## config.mk

```make
export PLATFORM = sky130hd
export DESIGN_NAME = gtx_rx_align
export DESIGN_NICKNAME = d
export VERILOG_FILES = /design/src/rtl/gtx_rx_align.sv
export SDC_FILE = /design/constraint.sdc
export NUM_CORES = 1
export LEC_CHECK = 0
export ABC_AREA = 1
export BUFFER_PORTS_ARGS = -buffer_cell sky130_fd_sc_hd__buf_2
export CAP_MARGIN = 10
export CORE_ASPECT_RATIO = 0.5
export CORE_MARGIN = 2
export CORE_UTILIZATION = 45
export DETAILED_ROUTE_END_ITERATION = 10
export HOLD_SLACK_MARGIN = 0.06
export MAX_ROUTING_LAYER = met4
export PLACE_DENSITY = 0.65
export SLEW_MARGIN = 10
export SYNTH_ARGS = -nofsm -noshare
export SYNTH_HDL_FRONTEND = slang
export SYNTH_SLANG_ARGS = --single-unit
```

## constraint.sdc

```tcl
create_clock -name gmii_rx_clk -period 1.8 [get_ports gmii_rx_clk]
set_input_delay 0.27 -clock gmii_rx_clk [delete_from_list [all_inputs] [get_ports gmii_rx_clk]]
set_output_delay 0.27 -clock gmii_rx_clk [all_outputs]
set_load 0.02 [all_outputs]
```

## src/rtl/gtx_rx_align.sv

```systemverilog
// gtx_rx_align: receive-side comma aligner for the 1000BASE-X serdes path.
// Searches a 20-bit window of the raw serdes words for a 7-bit comma at
// any of 10 bit offsets. It confirms the offset over several commas,
// locks onto it, and then emits bit-aligned 10-bit symbols for the
// 8b/10b decoder. All logic runs in the gmii_rx_clk domain.
// Optional build macro: RX_ALIGN_STATS_EN adds the realign_cnt and
// lockloss_cnt saturating statistics counters.
//
// Legal parameter ranges: CONFIRM 2..15, CHECK_TIMEOUT 2..255,
// LOS_ERRS 1..15.

module gtx_rx_align #(
  parameter int CONFIRM       = 3,
  parameter int CHECK_TIMEOUT = 64,
  parameter int LOS_ERRS      = 4
) (
  input  logic        gmii_rx_clk,
  input  logic        rst,
  input  logic [9:0]  rxd_in,
  input  logic        resync,
  output logic [9:0]  rxd_out,
  output logic        comma_out,
  output logic        rx_locked,
  output logic [3:0]  offset_mon
`ifdef RX_ALIGN_STATS_EN
  ,
  output logic [15:0] realign_cnt,
  output logic [15:0] lockloss_cnt
`endif
);

  localparam logic [3:0] CONFIRM_L  = 4'(CONFIRM);
  localparam logic [7:0] TIMEOUT_L  = 8'(CHECK_TIMEOUT);
  localparam logic [3:0] LOS_ERRS_L = 4'(LOS_ERRS);

  typedef enum logic [1:0] {
    HUNT   = 2'd0,
    CHECK  = 2'd1,
    LOCKED = 2'd2
  } state_t;

  // Registered state
  logic [9:0] prev_q;
  state_t     state_q,     state_d;
  logic [3:0] off_q,       off_d;
  logic [3:0] cnt_q,       cnt_d;
  logic [7:0] to_q,        to_d;
  logic [3:0] err_q,       err_d;
  logic [9:0] rxd_out_q,   rxd_out_d;
  logic       comma_out_q, comma_out_d;
  logic       rx_locked_q, rx_locked_d;

  // Window and detection results
  logic [19:1] win;
  logic [9:0]  comma_vec;
  logic        any_comma;
  logic [3:0]  kmin;
  logic [9:0]  cand_sym;
  logic        comma_at_off;
  logic [3:0]  cnt_inc;
  logic [7:0]  to_inc;
  logic [3:0]  err_inc;

  // Window bit 0 (rxd_in[0]) would only be needed for offset 10, which is
  // offset 0 of the next cycle, so it is left out and the numbering kept.
  assign win = {prev_q, rxd_in[9:1]};

  assign cnt_inc = cnt_q + 4'd1;
  assign to_inc  = to_q + 8'd1;
  assign err_inc = err_q + 4'd1;

  // Comma detection at all 10 offsets in parallel
  always_comb begin
    // NOTE: every variable written in a combinational block gets a default
    // first, so no path leaves it holding its old value (an inferred latch).
    comma_vec = '0;
    for (int k = 0; k < 10; k++) begin
      comma_vec[k] = (win[19-k -: 7] == 7'b0011111) ||
                     (win[19-k -: 7] == 7'b1100000);
    end
  end

  assign any_comma = |comma_vec;

  // Lowest matching offset wins: scan downward so the last hit is the lowest k
  always_comb begin
    kmin = 4'd0;
    for (int k = 9; k >= 0; k--) begin
      if (comma_vec[k]) kmin = 4'(k);
    end
  end

  // Select the symbol and comma flag at the current offset
  always_comb begin
    cand_sym     = '0;
    comma_at_off = 1'b0;
    for (int k = 0; k < 10; k++) begin
      if (off_q == 4'(k)) begin
        cand_sym     = win[19-k -: 10];
        comma_at_off = comma_vec[k];
      end
    end
  end

  // Alignment state machine next-state and counter logic
  always_comb begin
    state_d = state_q;
    off_d   = off_q;
    cnt_d   = cnt_q;
    to_d    = to_q;
    err_d   = err_q;

    if (resync) begin
      // A comma arriving with resync is deliberately ignored.
      state_d = HUNT;
      cnt_d   = '0;
      to_d    = '0;
      err_d   = '0;
    end else begin
      unique case (state_q)
        HUNT: begin
          if (any_comma) begin
            off_d   = kmin;
            cnt_d   = 4'd1;
            to_d    = '0;
            err_d   = '0;
            state_d = CHECK;
          end
        end

        CHECK: begin
          if (comma_at_off) begin
            cnt_d = cnt_inc;
            to_d  = '0;
            if (cnt_inc == CONFIRM_L) begin
              state_d = LOCKED;
              err_d   = '0;
            end
          end else if (any_comma) begin
            // Comma seen elsewhere: restart confirmation at the new offset.
            off_d = kmin;
            cnt_d = 4'd1;
            to_d  = '0;
          end else if (to_inc == TIMEOUT_L) begin
            state_d = HUNT;
            cnt_d   = '0;
            to_d    = '0;
          end else begin
            to_d = to_inc;
          end
        end

        LOCKED: begin
          // Comma-free cycles change nothing: jumbo frames have no commas.
          if (comma_at_off) begin
            err_d = '0;
          end else if (any_comma) begin
            if (err_inc == LOS_ERRS_L) begin
              state_d = HUNT;
              err_d   = '0;
              cnt_d   = '0;
              to_d    = '0;
            end else begin
              err_d = err_inc;
            end
          end
        end

        default: begin
          state_d = HUNT;
          cnt_d   = '0;
          to_d    = '0;
          err_d   = '0;
        end
      endcase
    end
  end

  // Datapath outputs follow off_q every cycle; consumers qualify with rx_locked
  assign rxd_out_d   = cand_sym;
  assign comma_out_d = comma_at_off;
  assign rx_locked_d = (state_d == LOCKED);

  // State, counters and registered outputs, with synchronous reset
  always_ff @(posedge gmii_rx_clk) begin
    // NOTE: sequential state uses non-blocking assignments so every flop
    // samples the pre-edge values, independent of statement order.
    if (rst) begin
      prev_q      <= '0;
      state_q     <= HUNT;
      off_q       <= '0;
      cnt_q       <= '0;
      to_q        <= '0;
      err_q       <= '0;
      rxd_out_q   <= '0;
      comma_out_q <= 1'b0;
      rx_locked_q <= 1'b0;
    end else begin
      prev_q      <= rxd_in;
      state_q     <= state_d;
      off_q       <= off_d;
      cnt_q       <= cnt_d;
      to_q        <= to_d;
      err_q       <= err_d;
      rxd_out_q   <= rxd_out_d;
      comma_out_q <= comma_out_d;
      rx_locked_q <= rx_locked_d;
    end
  end

  assign rxd_out    = rxd_out_q;
  assign comma_out  = comma_out_q;
  assign rx_locked  = rx_locked_q;
  assign offset_mon = off_q;

`ifdef RX_ALIGN_STATS_EN
  logic        realign_evt;
  logic        lockloss_evt;
  logic [15:0] realign_q,  realign_d;
  logic [15:0] lockloss_q, lockloss_d;

  // Event decode and saturating increments for the statistics counters
  always_comb begin
    realign_evt  = !resync && any_comma &&
                   ((state_q == HUNT) || ((state_q == CHECK) && !comma_at_off));
    lockloss_evt = (state_q == LOCKED) && (state_d == HUNT);
    realign_d    = realign_q;
    lockloss_d   = lockloss_q;
    if (realign_evt && (realign_q != 16'hFFFF))   realign_d  = realign_q + 16'd1;
    if (lockloss_evt && (lockloss_q != 16'hFFFF)) lockloss_d = lockloss_q + 16'd1;
  end

  // Statistics registers, cleared only by reset
  always_ff @(posedge gmii_rx_clk) begin
    if (rst) begin
      realign_q  <= '0;
      lockloss_q <= '0;
    end else begin
      realign_q  <= realign_d;
      lockloss_q <= lockloss_d;
    end
  end

  assign realign_cnt  = realign_q;
  assign lockloss_cnt = lockloss_q;
`endif

endmodule

```

# Word-level counts from Yosys, hierarchy flattened
# Cells that the tools add are included.
dict set report op_classes {
  mul 0
  muxes 66
  bitwise_logic 1
  reduce_logical 19
  addsub 3
  n_shift 0
  eq_ne 44
  n_lt_le_gt_ge 0
  div 0
}
# op n
set ops {}
lappend ops {{$mux 10} 10}
lappend ops {{$mux 4} 25}
lappend ops {{$eq 7x5->1 const B} 10}
lappend ops {{$eq 7x7->1 const B} 10}
lappend ops {{$mux 8} 7}
lappend ops {{$pmux 4 s3} 2}
lappend ops {{$pmux 8 s3} 1}
lappend ops {{$eq 4x3->1 const B} 5}
lappend ops {{$mux 2} 9}
lappend ops {{$ne 2x2->1 const B} 7}
lappend ops {{$eq 4x2->1 const B} 3}
lappend ops {{$logic_or 1x1->1} 10}
lappend ops {{$mux 1} 10}
lappend ops {{$reduce_or 10->1} 1}
lappend ops {{$add 4x1->4 const B} 2}
lappend ops {{$add 8x1->8 const B} 1}
lappend ops {{$eq 4x4->1 const B} 2}
lappend ops {{$eq 8x7->1 const B} 1}
lappend ops {{$pmux 4 s2} 1}
lappend ops {{$reduce_and 4->1} 2}
lappend ops {{$pmux 2 s3} 1}
lappend ops {{$reduce_and 5->1} 1}
lappend ops {{$eq 2x2->1 const B} 2}
lappend ops {{$eq 4x1->1 const B} 1}
lappend ops {{9 further kinds} 9}
dict set report word_totals {
  latch_bits 0
  regBits 44
  n_memories 0
  ramBits 0
  romBits 0
  inputBits 13
  output_inout_bits 16
}

# Depth between registers and ports, before layout
dict set report depth {
  word_depth 16
  depth_mapped 19
  depth_no_buf 17
}

# Least setup slack after synthesis
# No wires, ideal clock.
dict set report synth_path {
  kind {register to register}
  start {register off_q[2], in the netlist offset_mon[2]}
  end {register off_q[0], in the netlist offset_mon[0]}
  required_time_ps 1672
  arrival_ps 1774
  path_stages_with_launch 11
  slack_ps -101
  synth_period_minus_slack_ps 1901
  path_buffers 1
  setup_time_ps 128
  path_cell_list {dfxtp_1 > nand2_1 > nor2_1 > nand3_1 > nand2_1 > nand3_1 > buf_4 > nand2_2 > nand3_2 > o21ai_1 > nor2_1}
}
dict set report synth_between {
  elab_chain_len 13
  elab_cells_between_ends 22
  cone_classes {10 x eq/ne; 10 x mux; 2 x reduce/logical}
}
# element line
set synth_rtl {}
lappend synth_rtl {{start: declaration} 45} ;# logic [3:0] off_q, off_d;
lappend synth_rtl {{start signal: assignment} 191} ;# off_q <= '0;
lappend synth_rtl {{start signal: assignment} 201} ;# off_q <= off_d;
lappend synth_rtl {{$logic_not 4->1} 98} ;# if (off_q == 4'(k)) begin
lappend synth_rtl {{$mux 1 (9 in series)} 98}
lappend synth_rtl {{$mux 1 *} 98}
lappend synth_rtl {{$ne 2x2->1 (no source line) *} --}
lappend synth_rtl {{$reduce_and 3->1 (no source line) *} --}
# Every way passes the cells marked *; elsewhere a longest branch is shown, timed or not.
# A chain may end at the register's enable or synchronous reset.

# Final worst setup path
dict set report layout_path {
  start {register prev_q[6]}
  end {register err_q[2]}
}
dict set report layout_between {
  elab_chain_len 14
  elab_cells_between_ends 29
  cone_classes {11 x eq/ne; 12 x mux; 6 x reduce/logical}
}
# element line
set layout_rtl {}
lappend layout_rtl {{start: declaration} 43} ;# logic [9:0] prev_q;
lappend layout_rtl {{start signal: assignment} 199} ;# prev_q <= rxd_in;
lappend layout_rtl {{$eq 7x5->1 or $eq 7x7->1 (tied branches)} {78, 79}}
lappend layout_rtl {{$logic_or 1x1->1} 78} ;# comma_vec[k] = (win[19-k -: 7] == 7'b0011111) ||
lappend layout_rtl {{$mux 1 (10 in series)} 98}
lappend layout_rtl {{$ne 3x3->1 (no source line), or another cell as far along} --}
lappend layout_rtl {{$reduce_and 4->1 (no source line) or $pmux 4 s3 (tied branches)} --}
lappend layout_rtl {{end signal: assignment} 204} ;# err_q <= err_d;
lappend layout_rtl {{end: declaration} 48} ;# logic [3:0] err_q, err_d;
# Several ways; a longest one is shown, not always the timed one.

==> flow_metrics.tcl <==
set metrics [dict create \
    crit_family "simple AND/OR/NAND/NOR gates" \
    sequentialPowerShare_pct 40.1 \
    ff_latch_area_um2 920 \
    grt_usage_pct 25.2 \
    drtIter0Drc 306 \
    fin_crit_ns 1.96 \
    io_pins 29 \
    cts_hold_buf 0 \
    layout-drive-gt1-share_pct 39.7 \
    grt_pass1_wl_mm 15.0 \
    met1_length_mm 4.16 \
    p_leak_nw 2.10 \
    netlist.area_leader.share_pct 28.5 \
    fp.dieW_um 121 \
    instances_no_fill 701 \
    crit_buf_inv 2 \
    tightest_slew_ns 0.551 \
    io_buffers 28 \
    die_height_um 62.6 \
    required_ns 2.03 \
    post-place-ws_ns -0.228 \
    critPathArrivalTime_ns 2.18 \
    syn_avg_cell_area_um2 6.05 \
    clock-root-buffer "clkbuf_16" \
    end_kind "flip-flop" \
    overflow 0 \
    antenna_found_initial 0 \
    finalHoldViolations 0 \
    powerDensity_nw_per_um2 589 \
    p_int_mw 1.81 \
    synthTopCellsByArea "dfxtp_1, nand2_1, nor2_1" \
    dr.pass1.iters 7 \
    clock_path_buffers 2 \
    fillers 570 \
    vias 3637 \
    finalSetupViolCount 22 \
    synth_cells 510 \
    met2RoutedLength_mm 4.16 \
    holdCritPathClass "input port to flip-flop" \
    worstSetupStartpointType "flip-flop" \
    die-area_um2 7580 \
    dp_cells 682 \
    crit_fanout 5 \
    switchingPower_mw 0.810 \
    synth_cell_type_count 33 \
    cts_tree "done" \
    yosysTopAreaCell "dfxtp_1" \
    fmax_ghz 0.511 \
    coreArea_um2 6650 \
    antenna_cells 0 \
    wl_per_cell_um 13.0 \
    synth_enable_flop_cells 0 \
    numCtsBuffers 5 \
    power_frac_clock_pct 36.9 \
    yosysWarnings 0 \
    ir_worst_vdd_uv 401 \
    fin_nets 626 \
    async_flop_share_pct 0 \
    multi_input_area_um2 2180 \
    vias_per_cell 5.19 \
    fin_util_pct 67.0 \
    clkTransAtPathRegs_ns 0.07 \
    grt_max_degree 17 \
    syn_nets 528 \
    dpl.hpwl_mm 6.46 \
    crit_path_top_delay_cell "dfxtp_4" \
    fin_worst_skew_ns 0.00588 \
    initial_utilization_pct 46.4 \
    slew_headroom_pct 63.2 \
    path_common_cell "nand2_2" \
    rsz0062_at_grt "yes" \
    timing.final.ws_setup_ns -0.156 \
    ys_ff_latch 44 \
    htreeDepth 2 \
    syn_to_final_growth_pct 44.4 \
    failed_checks "setup timing" \
    fp-row-count 21 \
    wl_mm 9.14 \
    critPathKind "flip-flop to flip-flop" \
    path_cells "buf_6 -> nand2_2 -> nor2_1 -> nand3_1 -> nand2_2 -> nand2_2 -> nand3_2 -> nor2_1 -> nand4_1 -> nand2_2 -> nand3_4 -> buf_6 -> nor3_4 -> nand3_2 -> a21oi_2" \
    synth_commonest_cells "nand2_1, nor2_1, inv_1, dfxtp_1, a21oi_1" \
    clkSinkCount 44 \
    wl_met3_um 641 \
    synthFlopType "dfxtp_1" \
    power.share.combinational_pct 23.0 \
    slew_viol_final 0 \
    maxCapViolCount 0 \
    status "complete, but fails checks" \
    dr.max_layer_used "met4" \
    synth_most_common_cell "nand2_1" \
    synth-seq-area-share_pct 28.5 \
    post-route-period-util_pct 109 \
    drc 0 \
    grt_pass1_vias 3311 \
    drtAntennaViolNets 0 \
    syn_area_um2 3090 \
    switching_share_pct 30.9 \
    gp_congestion 0.991 \
    cp_slowest_stage_delay_ns 0.36 \
    insertion_delay_ns 0.30 \
]
path summary, 6_finish.rpt:
kind / depth (start not counted) / end / slack, ns / startpoint
hold / removal: 3 / prev_q[0]$_SDFF_PP0_ / 0.18 / rxd_in[0]
setup / recovery: 15 / err_q[2]$_SDFFE_PP0P_ / -0.16 / prev_q[6]$_SDFF_PP0_
setup reg to reg: 15 / err_q[2]$_SDFFE_PP0P_ / -0.16 / prev_q[6]$_SDFF_PP0_
hold reg to reg: 2 / err_q[3]$_SDFFE_PP0P_ / 0.48 / err_q[3]$_SDFFE_PP0P_
layout make-up:
type                            count  area share, %
Clock buffer                        6           3.12
Clock inverter                      2          0.337
Inverter                           76           6.54
Multi-Input combinational cell    371           49.0
Sequential cell                    44           20.6
Tap cell                           92           2.58
Timing Repair Buffer              110           17.8
per-layer routing:
layer,up-vias,global-route usage (%)
met5,-,-
met4,0,7.56
met3,21,6.39
met2,125,39.2
met1,1650,32.3
li1,1841,-
worst reg2reg max path: stages (launching register included):
cell and delay (ns):
dfxtp_4 0.36, buf_6 0.12, nand2_2 0.06, nor2_1 0.04, nand3_1 0.07, nand2_2 0.08, nand2_2 0.07, nand3_2 0.07
nor2_1 0.09, nand4_1 0.11, nand2_2 0.12, nand3_4 0.14, buf_6 0.17, nor3_4 0.14, nand3_2 0.11, a21oi_2 0.13
repair_timing:
action	4_1_cts	5_1_grt
pin swaps	34	31
endpoints found under the hold margin	0	0
endpoints found under the setup margin	24	34
resized for setup	63	72
setup buffers	6	5
power by group through the flow:
stage | combinational [mW] | clock (mW) | sequential, mW
5_1_grt | 0.668 | 1.04 | 1.06
2_1_floorplan | 0.296 | 0 | 1.08
4_1_cts | 0.531 | 0.982 | 1.05
3_3_place_gp | 0.508 | 0 | 1.07
3_5_place_dp | 0.508 | 0 | 1.07
6_report | 0.604 | 0.968 | 1.05
layout by cell type (no fill, tap or decap), types with 5 or more instances in the layout:
cell type / count
a21oi_1: 24
a21oi_2: 8
buf_2: 28
buf_4: 72
buf_6: 10
clkbuf_16: 5
dfxtp_1: 29
dfxtp_2: 7
dfxtp_4: 8
inv_1: 55
inv_2: 19
nand2_1: 90
nand2_2: 27
nand2_4: 11
nand3_1: 18
nand3_2: 7
nand4_1: 17
nor2_1: 61
nor2_2: 12
nor2_4: 6
nor3_1: 6
o21ai_0: 20
o21ai_1: 6
o22ai_1: 14
xor2_1: 6
cell families after synthesis:
kind of cell	share of synthesized area [%]
xor gates and xnor gates	2.55
and+or+nand+nor	39.6
DFF	28.5
buffers and inverters	12.3
adders and majority gates	2.03
AOI/OAI and AO/OA	15.0
through the flow:
stage / TNS [ns] / total power [mW] / hold slack (ns) / instance area (µm²)
2_1_floorplan: 0 / 1.38 / 0.377 / 3090
3_3_place_gp: -3.56 / 1.58 / 0.469 / 3790
3_5_place_dp: -3.85 / 1.58 / 0.468 / 3790
4_1_cts: -0.693 / 2.56 / 0.179 / 4180
5_1_grt: -4.67 / 2.76 / 0.191 / 4460
6_report: -1.74 / 2.62 / 0.178 / 4460
flip-flops by register name (all words and copies together), names as in the netlist:
name / flops
err_q: 4
comma_out: 1
prev_q: 10
state_q: 2
cnt_q: 4
to_q: 8
offset_mon: 4
rx_locked: 1
rxd_out: 10
Note: power is estimated with default switching activity, not from simulation.
